**src/rtl/spark_pwm.sv**
```systemverilog
// Servo-style PWM for a SPARK motor controller: fixed-period frames with a
// pulse width of neutral +/- a ratio-scaled span, latched only at frame start.
//
// Ports:
//   clock          system clock, all state on the rising edge
//   reset_n        asynchronous active-low reset
//   pwm_enable     1 = generate frames, 0 = hold counters at 0, output low
//   pwm_direction  0 = pulse above neutral, 1 = pulse below neutral
//   pwm_ratio      speed magnitude, 0 = stop, 255 = full scale
//   pwm_update     level; 1 = take ratio/direction at the next frame start
//   pwm_signal     registered PWM output
module spark_pwm #(
  parameter int CLKS_PER_US = 50,
  parameter int PERIOD_US   = 5000,
  parameter int NEUTRAL_US  = 1500,
  parameter int SPAN_US     = 500
) (
  input  logic       clock,
  input  logic       reset_n,
  input  logic       pwm_enable,
  input  logic       pwm_direction,
  input  logic [7:0] pwm_ratio,
  input  logic       pwm_update,
  output logic       pwm_signal
);

  localparam int PW = $clog2(CLKS_PER_US + 1);
  localparam int UW = $clog2(PERIOD_US + 1);

  localparam logic [PW-1:0] PMAX = PW'(CLKS_PER_US - 1);
  localparam logic [UW-1:0] UMAX = UW'(PERIOD_US - 1);

  logic [PW-1:0] presc_q, presc_d;
  logic [UW-1:0] us_q, us_d;
  logic [7:0]    ratio_q, ratio_d;
  logic          dir_q, dir_d;
  logic          pwm_q, pwm_d;

  logic        us_tick;
  logic        frame_start;
  logic        load;
  logic [31:0] prod;
  logic [31:0] off_us;
  logic [31:0] width_us;

  assign us_tick     = (presc_q == PMAX);
  assign frame_start = pwm_enable
                     && (presc_q == '0)
                     && (us_q == '0);
  assign load        = frame_start && pwm_update;

  // Latched values as they will be for this edge, so the first
  // clock of a frame already uses the freshly accepted ratio.
  always_comb begin
    ratio_d = ratio_q;
    dir_d   = dir_q;
    if (load) begin
      ratio_d = pwm_ratio;
      dir_d   = pwm_direction;
    end
  end

  // 32-bit product: 255 * SPAN_US fits with plenty of margin.
  always_comb begin
    prod   = 32'(ratio_d) * 32'(SPAN_US);
    off_us = prod >> 8;
    if (dir_d) begin
      width_us = 32'(NEUTRAL_US) - off_us;
    end else begin
      width_us = 32'(NEUTRAL_US) + off_us;
    end
  end

  always_comb begin
    presc_d = presc_q;
    us_d    = us_q;
    pwm_d   = 1'b0;
    if (!pwm_enable) begin
      presc_d = '0;
      us_d    = '0;
    end else begin
      if (us_tick) begin
        presc_d = '0;
        if (us_q == UMAX) begin
          us_d = '0;
        end else begin
          us_d = us_q + 1'b1;
        end
      end else begin
        presc_d = presc_q + 1'b1;
      end
      pwm_d = (32'(us_q) < width_us);
    end
  end

  always_ff @(posedge clock or negedge reset_n) begin
    if (!reset_n) begin
      presc_q <= '0;
      us_q    <= '0;
      ratio_q <= '0;
      dir_q   <= 1'b0;
      pwm_q   <= 1'b0;
    end else begin
      presc_q <= presc_d;
      us_q    <= us_d;
      ratio_q <= ratio_d;
      dir_q   <= dir_d;
      pwm_q   <= pwm_d;
    end
  end

  assign pwm_signal = pwm_q;

endmodule

```
**config.mk**
```make
export PLATFORM = sky130hd
export DESIGN_NAME = spark_pwm
export DESIGN_NICKNAME = d
export VERILOG_FILES = /design/src/rtl/spark_pwm.sv
export SDC_FILE = /design/constraint.sdc
export NUM_CORES = 1
export LEC_CHECK = 0
export CAP_MARGIN = 20
export CORE_MARGIN = 4
export CORE_UTILIZATION = 35
export DETAILED_ROUTE_END_ITERATION = 8
export PLACE_DENSITY = 0.63
export SYNTH_ARGS = -nofsm -noshare
export SYNTH_HDL_FRONTEND = slang
export SYNTH_SLANG_ARGS = --single-unit
```
**constraint.sdc**
```tcl
create_clock -name clock -period 20.4 [get_ports clock]
set_clock_uncertainty 0.05 [all_clocks]
set_input_delay 5.1 -clock clock [delete_from_list [all_inputs] [get_ports clock]]
set_output_delay 5.1 -clock clock [all_outputs]
set_load 0.05 [all_outputs]
```
-- Word-level counts from Yosys, hierarchy flattened
Index checks and enable logic that the tools add are counted.
W data, S select, Z words.
- add/subtract/negate cells: 4
- multiply operators: 1
- $lt $le $gt $ge: 1
- equal/unequal tests: 3
- multiplexer cells: 9
- reductions and logical operators: 5
- operator list (cell ; number):
    $mux W13 ; 3
    $lt A13 B32 Y1 ; 1
    $mux W32 ; 1
    $mul A8 B7 Y15 const B ; 1
    $add A13 B1 Y13 const B ; 1
    $eq A13 B13 Y1 const B ; 1
    $logic_not A13 Y1 ; 1
    $add A11 B9 Y12 const A ; 1
    $mux W6 ; 2
    $sub A11 B9 Y12 const A ; 1
    $mux W8 ; 1
    $add A6 B1 Y6 const B ; 1
    $eq A6 B6 Y1 const B ; 1
    $logic_not A6 Y1 ; 1
    $logic_and A1 B1 Y1 ; 3
    $mux W1 ; 2
    $ne A2 B1 Y1 const B ; 1
- bits in registers: 29
- word-level logic and storage cells: 28

-- Logic depth before layout (Yosys ltp)
Gate-level depths: netlist of run 1.
- word-level depth: 10
- mapped depth: 35

-- Least setup slack after synthesis of run 1
OpenSTA, ideal clock, no wires.
- kind: input to register
- start point: input port pwm_update
- end point: register pwm_q (netlist: pwm_signal)
- arrival time: 11.434 ns
- required time: 20.273 ns
- slack: 8.839 ns
- stages on the path: 33
- cells stage by stage: and4b_1 -> nand4_2 -> nor2_1 -> buf_1 -> mux2_2 -> ha_1 -> ha_1 -> xor2_1 -> ha_1 -> inv_1 -> fa_1 -> fa_1 -> inv_1 -> ha_1 -> a211oi_1 -> nand4_1 -> mux2i_1 -> o31a_1 -> o21ai_0 -> nand3b_1 -> inv_1 -> ha_1 -> nand2_1 -> nand2_1 -> and3b_1 -> nor2_1 -> o21ai_1 -> xnor2_1 -> ha_1 -> a21o_1 -> a21oi_1 -> nand3b_1 -> a21oi_1
- longest elaborated chain between the ends: 7
- ends and longest elaborated chain (item ; line ; source):
    from (decl) ; 23 ; input logic pwm_update,
    $logic_and A1 B1 Y1 * ; 50 ; assign load = frame_start && pwm_update;
    $mux W8 ; 57 ; if (load) begin
    $mul A8 B7 Y15 ; 65 ; prod = 32'(ratio_d) * 32'(SPAN_US);
    $add A11 B9 Y12 or $sub A11 B9 Y12 (tied branches) ; 70, 68 ;
    $mux W32 * ; 67 ; if (dir_d) begin
    $lt A13 B32 Y1 * ; 92 ; pwm_d = (32'(us_q) < width_us);
    $mux W1 * ; 78 ; if (!pwm_enable) begin
    net pwm_d ; 37 ; logic pwm_q, pwm_d;
    to (signal assigned) ; 108 ; pwm_q <= pwm_d;
    to (decl) ; 37 ;
Mark *: on every way through the listed nets, which the timed path passes. The rest lies on a longest branch.
A chain may end at the register's enable or synchronous reset.

-- Final worst setup path of run 1
- start point: input port pwm_enable
- end point: register pwm_q (netlist: pwm_signal)
- longest elaborated chain between the ends: 9
- ends and longest elaborated chain (item ; line ; source):
    from (decl) ; 20 ; input logic pwm_enable,
    $logic_and A1 B1 Y1 ; 48 ; && (presc_q == '0)
    $logic_and A1 B1 Y1 ; 49 ; && (us_q == '0);
    $logic_and A1 B1 Y1 ; 50 ;
    $mux W8 ; 57 ;
    $mul A8 B7 Y15 ; 65 ;
    $add A11 B9 Y12 or $sub A11 B9 Y12 (tied branches) ; 70, 68 ;
    $mux W32 ; 67 ;
    $lt A13 B32 Y1 ; 92 ;
    $mux W1 * ; 78 ;
    net pwm_d ; 37 ;
Marked as above.

==> qor.yml, run 1 <==
cts:
  max-clock-path-buffers: 2
  cts_post_setup_buffers_inserted: 0
  numCtsBuffers: 5
  clock_latency_on_the_worst_skew_pair_ps: 290
  cts_tree: "yes"
  cts_hold_buf: 0
  cts_root_buf: "clkbuf_8"
  number_of_levels_in_the_clock_h_tree: 2
  number_of_sinks_handled_by_clock_tree_synthesis: 29
  clk_pin_slew_ps: 70
  ctsResizeCount: 0
finish:
  final_layout_size_suffix_gt1_share_pct: 6.63
  insertedDiodeCount: 0
  fin_util_pct: 39.7
  postLayoutCellArea_sq_mm: 0.00363
  area_growth_pct: 11.1
  fin_nets: 463
place:
  dpl_cell_area_sq_mm: 0.00354
  dp.final_hpwl_mm: 5.37
  io_buffer_count: 13
  gp_congestion: 0.827
logic_synthesis:
  post_synthesis_net_count: 446
  postSynth.asyncResetShare_pct: 100
  syn_avg_cell_area_sq_um: 9.11
  synth.top_cells.by_area: "dfrtp_1 22%, ha_1 21%, fa_1 11%, inv_1 4.8%, o21ai_0 3.7%"
  ys_warn_count: 0
  synthesis.area_sq_mm: 0.00327
  synth_common_cells: "56 x ha_1, 42 x inv_1, 31 x nand2_1, 29 x dfrtp_1"
  synth.yosys.seq_area_share_pct: 22.2
  post_synth_inst_count: 359
  synth_top_cell_area_share_pct: 22.2
  ys_seq_elements: 29
  edff_count_synth: 0
  yosys.area.top_type: "dfrtp_1"
  synth_most_common_cell: "ha_1"
  synth_top_flop_cell: "dfrtp_1"
  synth_cell_types: 50
timing:
  finalHoldViolCount: 0
  setup_tns_ps: 0
  number_of_failing_setup_endpoints_in_the_final_timing_report: 0
  grt_setup_unrepaired: "false"
  finalHoldWorstSlack_ps: 463
  timing.final.max_slew_violations: 0
  timing.fmax_mhz: 77.8
  max_slew.worst_pin.slew_ps: 1100
  period_utilisation_layout_pct: 63.0
  finalCriticalPeriod_ps: 12850
  max-slew-margin-rel_pct: 26.3
floorplanning:
  core-area_sq_mm: 0.00915
  chipWidth_um: 105
  io_pins: 14
  die_y_um: 105
  floorplan.initialDensity_pct: 35.7
  rows: 35
  die_area_sq_mm: 0.0110
routing:
  vias: 2526
  ant_nets: 0
  detail_route.wl_per_cell_um: 13.5
  drt-pass1-iter-count: 4
  detail_route.drc_violations: 0
  vias_per_cell: 5.18
  routed_wl_mm: 6.57
  drt_first_iter_violations: 80
outcome:
  status: "completed"
critical_path:
  crit_type: "primary input to register"
  critical_path_peak_fanout: 11
  endpoint_kind: "register"
  critical-path-top-cell-by-count: "ha_1"
  timing.critical_path.from_type: "primary input"
  critical-path-slowest-cell: "nor2_1"
  slowest_delay_ps: 860
  worstPathRequired_ps: 20570
  arrival_ps: 13010
grt:
  overall_overflow_remaining_after_global_route: 0
  grt_first_pass_wirelength_mm: 11.6
  grt.total_usage_pct: 12.7
  grt_max_degree: 30
  initial_antenna_violation_count: 0
  grt_pass1_vias: 2531
worst_hold_path:
  hold_path.class: "register to register"
job:
  drv.max_cap_violation_count: 0
## through the flow
| stage | instances | setup slack (ps) |
|---|---|---|
| floorplan | 359 | 8840 |
| global placement | 480 | 7530 |
| detailed placement | 480 | 7330 |
| CTS | 488 | 7610 |
| global route | 488 | 6980 |
| finish | 488 | 7550 |
## path summary, 6_finish.rpt
check                             endpoint  slack [ps]       start  cells past startpoint
worst max-delay path            pwm_signal        7550  pwm_enable                     33
worst min-delay path            presc_q[0]         460  presc_q[0]                      1
worst max register to register  pwm_signal       12300     us_q[0]                     34
worst min register to register  presc_q[0]         460  presc_q[0]                      1
max in group asynchronous            dir_q       14850     reset_n                      2
min in group asynchronous       ratio_q[0]        5150     reset_n                      2
## worst max-delay path: cells and delay by family
family | cells | cell delay [ps]
muxes | 1 | 490
AOI/OAI and AO/OA | 8 | 1610
buffers and inverters | 4 | 730
xor gates and xnor gates | 2 | 330
and+or+nand+nor | 10 | 2170
adders and majority gates | 8 | 2610
## cell type report
cell class	instances	area, sq um
Fill cell	908	5520
Timing Repair Buffer	15	145
Sequential cell	29	726
Multi-Input combinational cell	283	2370
Inverter	42	158
Clock buffer	6	82.6
Clock inverter	2	13.8
Tap cell	111	139
## sequential cells by signal, summed over array words and instances (netlist names)
register / cells
dir_q: 1
presc_q: 6
pwm_signal: 1
ratio_q: 8
us_q: 13
## per-layer routing
metal / GRT usage (%) / share of wire [%]
met3: 1.36 / 1.5
met1: 17.8 / 51
met4: 3.66 / 1.3
met5: 0 / 0
met2: 20.7 / 46
## cells by family after synthesis
| group | after synthesis | synth area share (%) |
|---|---|---|
| compound gates | 68 | 12.7 |
| xor+xnor | 21 | 5.62 |
| fa+ha+maj | 74 | 32.4 |
| buf+inv | 47 | 5.39 |
| flops | 29 | 22.2 |
| mux | 13 | 4.17 |
| simple gates | 107 | 17.5 |
## placed cells by master, fill, tap and decap left out, types with 3 or more instances in the layout
master and count:
xnor2_1 11, nand3_1 8, nand2_1 31, inv_1 42, and3_1 9, nor2_1 24
and2_1 3, mux2_2 5, clkbuf_8 6, xor2_1 10, o21ai_0 24, ha_1 56
a31oi_1 5, a21o_1 3, nand2b_1 3, a21oi_1 13, mux2i_1 8, dfrtp_1 29
o21ai_1 5, nand4_1 6, nor3_1 4, clkdlybuf4s50_1 13, o31ai_1 3, fa_1 18
Power of run 1 is not shown: default switching activity piles up to over one toggle a cycle in this logic, so the estimate is an artifact.
==> run 2: changes to the inputs <==
- PLACE_DENSITY: 0.63 -> 0.65
- clock period: 20.4 -> 11.74 ns (I/O delays scaled with it)
==> run 2 against run 1 <==
  * Critical path depth up 1
  * Sequential share of layout area about the same
  * Non-clock buffer count up 1
  * Largest cell class unchanged
  * Highest routed layer unchanged
==> qor.yml, run 2 (same netlist as run 1, synthesis figures left out) <==
outcome:
  status: "completed"
cts:
  cts_tree: "yes"
  numCtsBuffers: 5  # unchanged
  number_of_sinks_handled_by_clock_tree_synthesis: 29  # unchanged
  clk_pin_slew_ps: 70  # about the same
  clock_latency_on_the_worst_skew_pair_ps: 290  # about the same
  cts_hold_buf: 0  # unchanged
  ctsResizeCount: 0  # unchanged
  max-clock-path-buffers: 2  # unchanged
  number_of_levels_in_the_clock_h_tree: 2  # unchanged
  cts_post_setup_buffers_inserted: 0  # unchanged
  cts_root_buf: "clkbuf_8"
job:
  drv.max_cap_violation_count: 0  # unchanged
finish:
  fin_nets: 464  # +0.22%
  insertedDiodeCount: 0  # unchanged
  fillers: 879  # -3.2%
  postLayoutCellArea_sq_mm: 0.00364  # +0.21%
  reg.largest.list: "us_q: 13 flops, ratio_q: 8 flops, presc_q: 6 flops"
  finish.cell_count_without_fillers: 489  # +0.20%
  area_occupied_by_multi_input_gates_sq_mm: 0.00237  # unchanged
  layout_common_cells: "56 x ha_1, 42 x inv_1, 31 x nand2_1, 29 x dfrtp_1"
  final-seq-area_sq_um: 726  # unchanged
  final_layout_size_suffix_gt1_share_pct: 6.88  # +0.25 points
  largest_reg_flops: 13  # unchanged
  area_growth_pct: 11.3
  layout_commonest_cell: "ha_1"
  registers.top_by_ff_count: "us_q"
routing:
  detail_route.wl_per_cell_um: 13.4  # -0.54%
  ant_nets: 0  # unchanged
  detail_route.drc_violations: 0  # unchanged
  drt-pass1-iter-count: 4  # unchanged
  vias_per_cell: 5.24  # +1.2%
  routed_wl_mm: 6.54  # -0.34%
  vias: 2562  # +1.4%
  drt_first_iter_violations: 130  # +63%
critical_path:
  crit_type: "primary input to register"
  startpoint_of_the_most_critical_register_to_register_path: "us_q[10]"
  critical-path-slowest-cell: "clkdlybuf4s50_1"
  critical_path_peak_fanout: 10  # -1
  worstReg2RegEnd: "pwm_signal"
  arrival_ps: 10330  # -2680 ps
  worstPathRequired_ps: 11910  # -8660 ps
  slack_of_the_worst_reg_to_reg_path_ps: 4150  # -8150 ps
  endpoint_kind: "register"
  critical-path-top-cell-by-count: "ha_1"
  critPathCapture: "pwm_signal"
  reg2regPathDepth: 33  # -2.9%
  timing.critical_path.from_type: "primary input"
  slowest_delay_ps: 550  # -310 ps
  startpoint: "pwm_enable"
grt:
  grt_max_degree: 30  # unchanged
  initial_antenna_violation_count: 0  # unchanged
  overall_overflow_remaining_after_global_route: 0  # unchanged
  grt.total_usage_pct: 12.8  # +0.088 points
  grt_first_pass_wirelength_mm: 11.8  # +1.6%
  grt_pass1_vias: 2651  # +4.7%
timing:
  period_utilisation_layout_pct: 86.6
  timing.fmax_mhz: 98.4
  grt_setup_unrepaired: "false"
  number_of_failing_setup_endpoints_in_the_final_timing_report: 0  # unchanged
  finalHoldViolCount: 0  # unchanged
  max_slew.worst_pin.slew_ps: 846  # -255 ps
  timing.final.max_slew_violations: 0  # unchanged
  max-slew-margin-rel_pct: 42.0  # +16 points
  finalHoldWorstSlack_ps: 476  # +13.3 ps
  setup_tns_ps: 0  # unchanged
  finalCriticalPeriod_ps: 10160
floorplanning:
  floorplan.initialDensity_pct: 35.7  # unchanged
  core-area_sq_mm: 0.00915  # unchanged
  die_y_um: 105  # unchanged
  io_pins: 14  # unchanged
  die_area_sq_mm: 0.0110  # unchanged
  chipWidth_um: 105  # unchanged
  rows: 35  # unchanged
place:
  gp_congestion: 0.858  # +3.7%
  dpl_cell_area_sq_mm: 0.00354  # +0.21%
  dp.final_hpwl_mm: 5.28  # -1.7%
  io_buffer_count: 13  # unchanged
  numPlacedInstances: 481  # +0.21%
worst_hold_path:
  hold_path.class: "register to register"
## run 2: cell types whose count changed in the layout (fill, tap and decap cells not counted)
cell	previous run	this run
buf_4	2	3
## run 2: final cells by class
cell class              count  area share, %
clock buffers               6           2.27
clock inverters             2          0.378
inverters                  42           4.33
multi-input cells         283           65.1
flip-flops and latches     29           19.9
well taps                 111           3.81
repair buffers             16           4.19
## run 2: worst min path at each step
stage                     from          to  slack, ps  cells past startpoint
floorplan           presc_q[0]  presc_q[0]        420                      1
global placement    presc_q[0]  presc_q[0]        450                      1
detailed placement  presc_q[0]  presc_q[0]        460                      1
CTS                 presc_q[0]  presc_q[0]        470                      1
global route        presc_q[0]  presc_q[0]        490                      1
finish              presc_q[0]  presc_q[0]        480                      1
## run 2: critical path: cells and delay by family
kind	cells	cell delay [ps]
mux	1	410
xor+xnor	2	310
simple gates	10	1510
compound gates	8	1610
fa+ha+maj	8	2580
buf+inv	5	990
## run 2: per-stage QoR
| step | util [%] | worst slack, ps |
|---|---|---|
| 5_1_grt | 39.8 | 1020 |
| 3_5_place_dp | 38.7 | 1310 |
| 3_3_place_gp | 38.7 | 1520 |
| 4_1_cts | 39.8 | 1580 |
| 2_1_floorplan | - | 2340 |
| 6_report | 39.8 | 1580 |
## run 2: layer usage
layer / share of wire, % / track usage [%] / vias up
met2: 48 / 21.9 / 37
met5: 0 / 0 / -
met1: 48 / 16.9 / 1236
li1: - / - / 1281
met4: 1.8 / 3.84 / 0
met3: 1.9 / 1.48 / 8
Power of run 2 is left out for the same reason.
==> run 3: changes to the inputs <==
- CORE_UTILIZATION: 35 -> 28
- PLACE_DENSITY: 0.65 -> 0.56
==> run 3 against run 2 <==
  * Highest routed layer unchanged
  * First-iteration DRC count grew 0.77%
  * Flip-flop and latch count unchanged
  * Cell area rose by 3.3%
  * Cell count increased by 6.5%
  * Critical endpoint unchanged
  * Maximum frequency fell by 0.15%
  * Register-to-register slack improved by 30 ps
  * Non-clock buffer count unchanged
==> qor.yml, run 3 (same netlist as run 1, synthesis figures left out) <==
cts:
  number_of_levels_in_the_clock_h_tree: 2  # unchanged
  clk_pin_slew_ps: 50  # -20 ps
  cts_hold_buf: 0  # unchanged
  cts_post_setup_buffers_inserted: 0  # unchanged
  cts_tree: "yes"
  ctsResizeCount: 0  # unchanged
  cts_root_buf: "clkbuf_16"
  numCtsBuffers: 5  # unchanged
  max-clock-path-buffers: 2  # unchanged
  clock_latency_on_the_worst_skew_pair_ps: 280  # about the same
  number_of_sinks_handled_by_clock_tree_synthesis: 29  # unchanged
worst_hold_path:
  timing.hold.worst_path_depth: 1  # unchanged
  hold_path.class: "register to register"
  hp-start: "presc_q[0]"
  min_delay_worst_endpoint: "presc_q[0]"
timing:
  max-slew-margin-rel_pct: 42.4  # +0.41 points
  finalHoldViolCount: 0  # unchanged
  period_utilisation_layout_pct: 86.7  # +0.13 points
  setup_tns_ps: 0  # unchanged
  grt_setup_unrepaired: "false"
  finalCriticalPeriod_ps: 10180  # +15.3 ps
  number_of_failing_setup_endpoints_in_the_final_timing_report: 0  # unchanged
  timing.final.max_slew_violations: 0  # unchanged
  max_slew.worst_pin.slew_ps: 840  # -5.92 ps
  timing.fmax_mhz: 98.3  # -0.15%
finish:
  layout_commonest_cell: "ha_1"
  largest_reg_flops: 13  # unchanged
  reg.largest.list: "us_q: 13 flops, ratio_q: 8 flops, presc_q: 6 flops"
  fin_nets: 464  # unchanged
  insertedDiodeCount: 0  # unchanged
  layout_common_cells: "56 x ha_1, 42 x inv_1, 31 x nand2_1, 29 x dfrtp_1"
  final_layout_size_suffix_gt1_share_pct: 6.88  # unchanged
  registers.top_by_ff_count: "us_q"
  area_growth_pct: 15.0
grt:
  initial_antenna_violation_count: 0  # unchanged
  grt_pass1_vias: 2482  # -6.4%
  grt.total_usage_pct: 11.2  # -1.5 points
  grt_first_pass_wirelength_mm: 12.1  # +1.9%
  overall_overflow_remaining_after_global_route: 0  # unchanged
  grt_max_degree: 30  # unchanged
floorplanning:
  floorplan.initialDensity_pct: 28.7  # -7.1 points
  rows: 39  # +11%
  io_pins: 14  # unchanged
  die_area_sq_mm: 0.0135  # +23%
  core-area_sq_mm: 0.0114  # +25%
  die_y_um: 116  # +11%
  chipWidth_um: 116  # +11%
routing:
  drt_first_iter_violations: 131  # +0.77%
  vias: 2569  # +0.27%
  detail_route.drc_violations: 0  # unchanged
  ant_nets: 0  # unchanged
  routed_wl_mm: 6.97  # +6.5%
  drt-pass1-iter-count: 4  # unchanged
  vias_per_cell: 4.93  # -5.9%
  detail_route.wl_per_cell_um: 13.4  # about the same
job:
  drv.max_cap_violation_count: 0  # unchanged
place:
  io_buffer_count: 13  # unchanged
  gp_congestion: 0.759  # -12%
  dp.final_hpwl_mm: 5.53  # +4.7%
critical_path:
  startpoint_of_the_most_critical_register_to_register_path: "us_q[10]"
  worstPathRequired_ps: 11890  # -20 ps
  timing.critical_path.from_type: "primary input"
  critical-path-top-cell-by-count: "ha_1"
  worstReg2RegEnd: "pwm_signal"
  endpoint_kind: "register"
  slowest_delay_ps: 540  # about the same
  slack_of_the_worst_reg_to_reg_path_ps: 4180  # +30 ps
  reg2regPathDepth: 33  # unchanged
  critical_path_peak_fanout: 11  # +1
  arrival_ps: 10330  # about the same
  critical-path-slowest-cell: "clkdlybuf4s50_1"
  crit_type: "primary input to register"
outcome:
  status: "completed"
run 3: per-layer routing:
layer	routed length [um]	global-route usage, %	vias to the layer above	share of wire (%)
li1	-	-	1285	-
met5	0	0	-	0
met2	3300	18.1	30	47
met4	139	4.10	0	2.0
met1	3370	15.3	1246	48
met3	149	1.71	8	2.1
run 3: per-stage QoR:
step | worst slack [ps] | instances | hold slack [ps] | util, % | area, sq um
6_report | 1560 | 521 | 473 | 32.9 | 3760
5_1_grt | 975 | 521 | 498 | 32.9 | 3760
4_1_cts | 1580 | 521 | 478 | 32.9 | 3760
3_5_place_dp | 1300 | 513 | 471 | 31.4 | 3580
3_3_place_gp | 1550 | 513 | 458 | 31.4 | 3580
2_1_floorplan | 2340 | 359 | 423 | - | 3270
run 3: worst max-delay path, delay by kind of cell:
kind | cells | cell delay, ps
adders and majority gates | 8 | 2590
AOI/OAI and AO/OA | 8 | 1640
and+or+nand+nor | 10 | 1460
buffers and inverters | 5 | 970
muxes | 1 | 410
xor gates and xnor gates | 2 | 320
run 3: layout make-up:
cell class | count | area [sq um]
inverter | 42 | 158
fill | 1187 | 7660
clock buffer | 6 | 139
tap | 143 | 179
multi-input combinational | 283 | 2370
sequential | 29 | 726
timing repair buffer | 16 | 153
clock inverter | 2 | 37.5
run 3: worst max path at each step:
stage          startpoint          to
5_1_grt        pwm_enable  pwm_signal
4_1_cts        pwm_enable  pwm_signal
3_5_place_dp   pwm_enable  pwm_signal
6_report       pwm_enable  pwm_signal
2_1_floorplan  pwm_update  pwm_signal
3_3_place_gp   pwm_enable  pwm_signal
Power of run 3 is left out for the same reason.
